## src/rtl/ahb_mem_slave.sv

```systemverilog
`default_nettype none
// ============================================================================
//  Module      : ahb_mem_slave
//  Description : AHB-Lite responder backed by a word-organised memory bank.
//                Supports byte, halfword and word transfers (little-endian
//                lanes). OKAY data phases can be stretched by a programmable
//                number of wait states. Out-of-range, misaligned and
//                unsupported-size accesses get a two-cycle ERROR response.
//
//  Parameters  : MEM_DEPTH    number of 32-bit words (1..16384), word index
//                             is HADDR[15:2]
//                WAIT_STATES  HREADYout-low cycles per OKAY data phase (0..7)
//
//  Ports       : HCLK       in   1   bus clock
//                HRESETn    in   1   asynchronous active-low reset
//                HSEL       in   1   slave select from the address decoder
//                HADDR      in   32  byte address (bits 15:0 decoded)
//                HTRANS     in   2   IDLE/BUSY/NONSEQ/SEQ
//                HWRITE     in   1   1 = write
//                HSIZE      in   3   0 byte, 1 halfword, 2 word
//                HWDATA     in   32  write data (data phase)
//                HREADY     in   1   bus-level ready from the response mux
//                HRDATA     out  32  read data
//                HRESP      out  2   00 OKAY, 01 ERROR
//                HREADYout  out  1   this slave's ready
//
//  Revision    : 1.0  initial release
// ============================================================================
module ahb_mem_slave #(
    parameter int MEM_DEPTH   = 64,
    parameter int WAIT_STATES = 0
) (
    input  logic        HCLK,
    input  logic        HRESETn,
    input  logic        HSEL,
    input  logic [31:0] HADDR,
    input  logic [1:0]  HTRANS,
    input  logic        HWRITE,
    input  logic [2:0]  HSIZE,
    input  logic [31:0] HWDATA,
    input  logic        HREADY,
    output logic [31:0] HRDATA,
    output logic [1:0]  HRESP,
    output logic        HREADYout
);

    // ------------------------------------------------------------------------
    // Constants
    // ------------------------------------------------------------------------
    localparam int          c_idx_w      = (MEM_DEPTH > 1) ? $clog2(MEM_DEPTH) : 1;
    localparam logic [14:0] c_depth      = 15'(MEM_DEPTH);
    localparam logic [1:0]  c_resp_okay  = 2'b00;
    localparam logic [1:0]  c_resp_error = 2'b01;
    // The counter is loaded with WAIT_STATES-1 so that the ST_WAIT cycle that
    // sees zero is the last stalled cycle.
    localparam logic [2:0]  c_wait_load  = (WAIT_STATES > 0) ? 3'(WAIT_STATES - 1) : 3'd0;

    // ------------------------------------------------------------------------
    // State machine encoding
    // ------------------------------------------------------------------------
    typedef enum logic [1:0] {
        ST_IDLE = 2'd0,
        ST_WAIT = 2'd1,
        ST_ERR1 = 2'd2,
        ST_ERR2 = 2'd3
    } state_t;

    state_t               r_state;
    logic                 r_hready;
    logic [1:0]           r_hresp;
    logic [2:0]           r_wait_cnt;

    // Latched address-phase information for the current data phase
    logic                 r_active;   // a legal transfer owns the data phase
    logic                 r_write;
    logic [1:0]           r_size;
    logic [1:0]           r_lane;     // byte offset within the word
    logic [c_idx_w-1:0]   r_idx;      // word index

    logic [31:0]          r_mem [MEM_DEPTH];

    logic                 w_accept;
    logic                 w_err;
    logic                 w_complete;
    logic [3:0]           w_be;
    logic                 w_unused;

    // ------------------------------------------------------------------------
    // Address-phase decode
    // ------------------------------------------------------------------------
    // A new transfer can only be taken while this slave is not stalling the
    // bus (ST_IDLE, or the second ERROR cycle). In a well-formed system HREADY
    // is already low in the other states; the state term keeps a glitchy
    // HREADY from corrupting an in-flight response.
    assign w_accept = HSEL && HREADY && HTRANS[1] &&
                      ((r_state == ST_IDLE) || (r_state == ST_ERR2));

    always_comb begin
        w_err = 1'b0;
        if (HSIZE > 3'd2) begin
            w_err = 1'b1;
        end else if ((HSIZE == 3'd1) && HADDR[0]) begin
            w_err = 1'b1;
        end else if ((HSIZE == 3'd2) && (HADDR[1:0] != 2'b00)) begin
            w_err = 1'b1;
        end
        if ({1'b0, HADDR[15:2]} >= c_depth) begin
            w_err = 1'b1;
        end
    end

    // The data phase of a legal transfer finishes in the ST_IDLE cycle that
    // follows its accept (zero waits) or its last wait cycle.
    assign w_complete = (r_state == ST_IDLE) && r_active;

    // ------------------------------------------------------------------------
    // Byte-lane enables for the latched transfer (little-endian)
    // ------------------------------------------------------------------------
    always_comb begin
        w_be = 4'b0000;
        case (r_size)
            2'd0:    w_be = 4'b0001 << r_lane;
            2'd1:    w_be = r_lane[1] ? 4'b1100 : 4'b0011;
            default: w_be = 4'b1111;
        endcase
    end

    // ------------------------------------------------------------------------
    // Control FSM with registered HREADYout / HRESP
    // ------------------------------------------------------------------------
    always_ff @(posedge HCLK or negedge HRESETn) begin
        if (!HRESETn) begin
            r_state    <= ST_IDLE;
            r_hready   <= 1'b1;
            r_hresp    <= c_resp_okay;
            r_wait_cnt <= 3'd0;
            r_active   <= 1'b0;
            r_write    <= 1'b0;
            r_size     <= 2'd0;
            r_lane     <= 2'd0;
            r_idx      <= '0;
        end else begin
            if (w_complete) begin
                r_active <= 1'b0;
            end

            case (r_state)
                ST_IDLE, ST_ERR2: begin
                    if (w_accept) begin
                        r_write <= HWRITE;
                        r_size  <= HSIZE[1:0];
                        r_lane  <= HADDR[1:0];
                        r_idx   <= HADDR[c_idx_w+1:2];
                        if (w_err) begin
                            // Errors never stall beyond the mandatory first cycle
                            r_state  <= ST_ERR1;
                            r_hready <= 1'b0;
                            r_hresp  <= c_resp_error;
                            r_active <= 1'b0;
                        end else if (WAIT_STATES > 0) begin
                            r_state    <= ST_WAIT;
                            r_hready   <= 1'b0;
                            r_hresp    <= c_resp_okay;
                            r_wait_cnt <= c_wait_load;
                            r_active   <= 1'b1;
                        end else begin
                            r_state  <= ST_IDLE;
                            r_hready <= 1'b1;
                            r_hresp  <= c_resp_okay;
                            r_active <= 1'b1;
                        end
                    end else begin
                        r_state  <= ST_IDLE;
                        r_hready <= 1'b1;
                        r_hresp  <= c_resp_okay;
                    end
                end

                ST_WAIT: begin
                    if (r_wait_cnt == 3'd0) begin
                        r_state  <= ST_IDLE;
                        r_hready <= 1'b1;
                        r_hresp  <= c_resp_okay;
                    end else begin
                        r_wait_cnt <= r_wait_cnt - 3'd1;
                    end
                end

                ST_ERR1: begin
                    r_state  <= ST_ERR2;
                    r_hready <= 1'b1;
                    r_hresp  <= c_resp_error;
                end

                default: begin
                    r_state  <= ST_IDLE;
                    r_hready <= 1'b1;
                    r_hresp  <= c_resp_okay;
                end
            endcase
        end
    end

    // ------------------------------------------------------------------------
    // Memory array: writes commit at the edge that ends the completing cycle,
    // so a read accepted in that same cycle sees the new data next cycle.
    // ------------------------------------------------------------------------
    always_ff @(posedge HCLK or negedge HRESETn) begin
        if (!HRESETn) begin
            for (int i = 0; i < MEM_DEPTH; i++) begin
                r_mem[i] <= '0;
            end
        end else if (w_complete && r_write) begin
            for (int b = 0; b < 4; b++) begin
                if (w_be[b]) begin
                    r_mem[r_idx][8*b +: 8] <= HWDATA[8*b +: 8];
                end
            end
        end
    end

    // ------------------------------------------------------------------------
    // Outputs
    // ------------------------------------------------------------------------
    // Reads return the whole word regardless of size; the master picks lanes.
    assign HRDATA    = (r_active && !r_write) ? r_mem[r_idx] : 32'h0000_0000;
    assign HRESP     = r_hresp;
    assign HREADYout = r_hready;

    // Address bits above the decoded range and HTRANS[0] carry no meaning here
    assign w_unused = &{1'b0, HADDR, HTRANS};

endmodule
`default_nettype wire

```

## config.mk

```make
export PLATFORM = sky130hd
export DESIGN_NAME = ahb_mem_slave
export DESIGN_NICKNAME = d
export VERILOG_FILES = /design/src/rtl/ahb_mem_slave.sv
export SDC_FILE = /design/constraint.sdc
export NUM_CORES = 2
export LEC_CHECK = 0
export BUFFER_PORTS_ARGS = -buffer_cell sky130_fd_sc_hd__buf_4
export CELL_PAD_IN_SITES_DETAIL_PLACEMENT = 1
export CELL_PAD_IN_SITES_GLOBAL_PLACEMENT = 2
export CORE_ASPECT_RATIO = 2
export CORE_MARGIN = 3
export CORE_UTILIZATION = 48
export CTS_BUF_LIST = sky130_fd_sc_hd__clkbuf_8
export DETAILED_ROUTE_END_ITERATION = 7
export PLACE_DENSITY = 0.81
export SLEW_MARGIN = 20
export SYNTH_ARGS = -nofsm -noshare
export SYNTH_HDL_FRONTEND = slang
export SYNTH_SLANG_ARGS = --single-unit
```

## constraint.sdc

```tcl
create_clock -name HCLK -period 2.8 [get_ports HCLK]
set_input_delay 0.56 -clock HCLK [delete_from_list [all_inputs] [get_ports HCLK]]
set_output_delay 0.56 -clock HCLK [all_outputs]
set_load 0.1 [all_outputs]
```

# == Yosys cells after proc, flatten, opt, wreduce, memory -nomap -nowiden ==
# Cells that the tools add are included.
# totals
n_memories,0
latch_bits,0
inputBits,74
rom_bits,0
word_cells,149
ramBits,0
reg_bits,2068
# op_classes
bitwise_logic,2
multipliers,0
n_eq_ne,7
magnitude_cmp,4
n_reduce_logical,18
n_addsub,1
n_div,0
shifts,1
mux,43
# ops
op,n
2048-bit 2-to-1 mux,7
2048-bit bitwise mux,4
32-bit demux with 6-bit select,4
32-bit binary-select mux with 6-bit select,1
32-bit 2-to-1 mux,4
24-bit 2-to-1 mux,1
16-bit 2-to-1 mux,1
"14-bit by 7-bit >= comparator with 1-bit output, second input constant",1
2-bit case mux with 3 select lines,2
1-bit 2-to-1 mux,11
1-bit logical AND,9
2-bit 2-to-1 mux,4
8-bit 2-to-1 mux,1
4-bit case mux with 2 select lines,1
"7-bit >= comparator, second input constant",1
"7-bit by 1-bit < comparator with 1-bit output, second input constant",1
6-bit inverter with 7-bit output,1
"2-bit by 1-bit == test with 1-bit output, second input constant",2
"2-bit == test, second input constant",2
2-bit zero test,2
4-bit 2-to-1 mux,1
2-bit AND reduction,2
"1-bit by 2-bit << shifter with 4-bit output, first input constant",1
"3-bit by 1-bit == test with 1-bit output, second input constant",1
other kinds (11),11

# == Logic depth before layout (Yosys ltp) ==
# logic_depth
depth_word,16
ltp_mapped,11
mapped_depth_nobuf,6

# == Worst setup path after synthesis ==
# Ideal clock, no wire load.
# synth_timing
path_type,register to output
start,register r_idx[0]
end,output port HRDATA[21]
setup_slack_ns,-1.087
t_arrival_ns,3.327
n_path_buf,3
stages_incl_launch_ff,9
path_cell_list,dfrtp_1 buf_6 nor2_1 buf_2 buf_1 a22oi_1 o32ai_1 nor4_1 a41oi_1
# synth_between
elab_chain_cells,5
# synth_rtl
element,line_no,source
start: declaration,78,logic [c_idx_w-1:0] r_idx;
start signal: assignment,153,r_idx <= HADDR[c_idx_w+1:2];
6-bit inverter with 7-bit output (not written as such),226,assign HRDATA = (r_active && !r_write) ? r_mem[r_idx] : 32'h0000_0000;
32-bit binary-select mux with 6-bit select,226,
32-bit 2-to-1 mux (not written as such) (2 in series),226,
32-bit 2-to-1 mux,226,
end: declaration,42,"output logic [31:0] HRDATA,"
# No other way between the ends. The select of a mux whose other input is x is not followed.

# == Worst setup path in the final report ==
# layout_timing
start,register r_idx[1]
end,output port HRDATA[18]
# The elaborated chain is that of the path after synthesis.

==> results.ini <==
[global_routing]
track_usage = 0.365
grt_max_degree = 115
first_global_vias = 78600
grt_pass1_wl_microns = 542000
antenna_found_initial = 10
grt_overflow = 0

[routing]
drtIter0Drc = 5489
vias = 71600
vias_per_cell = 6.62
drt_drc_violations_left = 0
finalWirelength_microns = 390000
wl_per_cell_microns = 36.0
first_pass_iters = 6
ant_nets = 0

[final_layout]
drive_above_1_share = 0.541
stdcell_area_sq_mm = 0.120
final_core_util = 0.613
fin_cells = 10800
nets = 8114
area.growth.synth_to_final_pct = 26.5

[power]
comb_power_share = 0.317
power_switching_uw = 29000
p_leak_uw = 0.0541
pwr-share-seq = 0.374
powerDensity_mw_per_mm2 = 698
power_uw = 83600
pwr-share-clk = 0.310
switching_share = 0.347
p_int_uw = 54600
peakVddDrop_v = 0.000455

[timing]
grt_setup_unrepaired = yes
period_share = 1.63
setup_viol = 66
hold_viol_final = 0
fmax_mhz = 219
period_minus_slack_ns = 4.57
clock_skew_ns = 0.0643
fin_setup_tns_ns = -51.22
worst_slack_ns = -1.77
slew_viol_final = 0
relSlewSlack = 0.363
tightest_slew_ns = 0.955

[worst_setup_path]
critical_path.max_fanout = 8
critPathTopFamily = compound AO/OA/AOI/OAI gates
crit_path_end_kind = output pin
cp.depth = 11
cp_cell_sequence = buf_12 -> buf_12 -> inv_16 -> buf_16 -> buf_12 -> a221oi_4 -> nor2_2 -> o21ai_4 -> nand4_1 -> o41a_4 -> buf_12
arrival_ns = 4.01
critPathLaunchType = register
cp_slowest_cell = o41a_4
criticalPathCategory = reg2out
cpPeakStageDelay_ns = 0.58
crit_buf_inv = 6
crit_path_frequent_cell = buf_12
worstRegToRegCells = 10
crit_required_ns = 2.24

[run_status]
run_status = complete, but fails checks
violations = negative setup slack

[place]
placedCellCount = 10100
postPlaceCellArea_sq_mm = 0.108
place.gp.congestion = 0.898
dp_hpwl_microns = 254000
place.port_buffers = 90

[hold_path]
hold_class = in2async

[floorplan]
fp.dieH_microns = 634
rows = 229
initial_core_util = 0.484
core_area_sq_mm = 0.195
die-area_sq_mm = 0.203
io_pins = 109
fp.dieW_microns = 320

[synthesis]
async_flop_share = 1.00
ys_seq_area_frac = 0.546
synth_seq_cells = 2066
synth.distinct_cells = 76
yosysWarnings = 0
syn_inst = 7050
syn_area_sq_mm = 0.0946
synth_flop_cell = dfrtp_1
synth_nets = 7129
syn_avg_cell_area_sq_um = 13.4
synth_edf_count = 0

[clock_network]
cts_buffer_depth = 4
root_buffer = clkbuf_8
cts_tree = yes
clk_transition_reported_paths_ns = 0.07
clock-sinks = 2066
clock_latency_ns = 1.03
htree_levels = 5
cts_made_buffers = 311

[job]
drv_cap = 0

## cells in the final DEF, fill, tap and decap left out, types with 101 or more instances in the layout
cell type,count
mux2_2,2094
dfrtp_1,2062
buf_4,816
clkbuf_8,392
a221oi_1,356
buf_12,346
nor2_1,233
mux2i_1,221
a22oi_1,135
nand2_1,120
a221oi_2,119
inv_1,107
o22ai_1,101
## cell usage after synthesis, drive strengths merged, types with 5 or more instances
cell type  number  share of area
o22ai         120         0.0079
nand3          99         0.0054
o21ai         163         0.0086
a211o           7        0.00065
nand4           7        0.00046
a21oi         121         0.0064
a211oi         11        0.00087
o221ai         16         0.0015
a22oi         155          0.012
or2             5        0.00033
and2            7        0.00046
nor3           80          0.011
o31a            7        0.00065
a22o           81         0.0075
a32oi           5        0.00046
dfrtp        2065           0.55
a221oi        501          0.046
clkbuf        328          0.013
nand2         135         0.0057
a221o           6        0.00063
nor2b           7        0.00046
mux4           19         0.0045
nand2b          6        0.00048
nor2          331          0.016
o22a            9        0.00083
and4           16         0.0015
a41oi          11         0.0010
mux2         2095           0.25
o2bb2ai         9        0.00083
mux2i         233          0.025
o21a           11        0.00087
inv            10        0.00040
nor4            5        0.00033
buf           307          0.017
ha              5        0.00066
a31oi          19         0.0013
## routing by layer
layer  GRT usage  vias to the layer above  part of all wire  wire length, microns
met2       0.640                     3379              0.50                195000
met1       0.372                    38100              0.33                129000
met5           0                        -           0.00010                    39
li1            -                    28500                 -                     -
met4       0.327                        8              0.11                 43000
met3      0.0651                     1589             0.060                 23300
## repair_timing
item,CTS,global route
hold buffers,14,0
setup buffers,80,86
pin swaps,74,151
cloned,8,16
resized for setup,491,352
setup endpoints to repair,440,90
hold endpoints to repair,369,0
## worst register-to-register path, delay by kind of cell, from the launching register on
family | cells | cell delay (ns)
buffers and inverters | 5 | 0.98
flip-flops | 1 | 0.54
multiplexers | 1 | 0.29
AND/OR/NAND/NOR | 4 | 1.00
## metrics by stage
stage                     setup WS (ns)  hold WS, ns
after detailed placement         -0.995        0.478
after floorplan                 -0.0883        0.264
after global placement           -0.989        0.462
after CTS                         -1.58        0.112
final                             -1.77        0.159
after global routing              -1.79        0.166
## final cells by class
type / instances / area [sq um]
fillers: 18300 / 75700
flip-flops and latches: 2066 / 51700
multi-input cells: 4338 / 43100
repair buffers: 1306 / 15400
clock buffers: 392 / 5400
well taps: 2541 / 3180
clock inverters: 157 / 910
inverters: 11 / 62.6
diodes: 5 / 12.5
repair inverters: 1 / 8.76
## final timing paths
| check | from | end | slack, ns |
|---|---|---|---|
| worst max register to register | r_idx[2] | r_mem[413] | -0.10 |
| worst min register to register | r_wait_cnt[0] | r_wait_cnt[0] | 0.49 |
| worst max-delay path | r_idx[1] | HRDATA[18] | -1.77 |
| max in group asynchronous | HRESETn | r_mem[1744] | 1.42 |
| min in group HCLK | HTRANS[1] | r_active | 0.20 |
| worst min-delay path | HRESETn | r_mem[222] | 0.16 |
## state kept, by name (all words and copies together) (netlist names)
name / flops
r_mem: 2048
r_size: 2
r_lane: 2
HRESP: 1
r_wait_cnt: 3
r_state: 1
r_idx: 6
r_write: 1
r_active: 1
HREADYout: 1
## power groups by stage
stage          clock network, uW  registers [uW]  logic [uW]
3_3_place_gp                   0           31600       20500
6_report                   25900           31200       26500
2_1_floorplan                  0           31500        9330
4_1_cts                    26000           31200       23300
5_1_grt                    27500           31300       27000
3_5_place_dp                   0           31700       20900
## kinds of logic (layout without fill, tap and decap cells)
logic type	Yosys count	after routing	synth area share
mux	2347	2347	0.278
flops	2066	2066	0.546
compound gates	1272	1272	0.101
simple gates	712	712	0.0429
buf+inv	646	1867	0.0307
fa+ha+maj	5	5	0.000661
other cells	1	6	0.0000396
xor+xnor	1	1	0.0000926
Note: power is estimated with default switching activity, not from simulation.
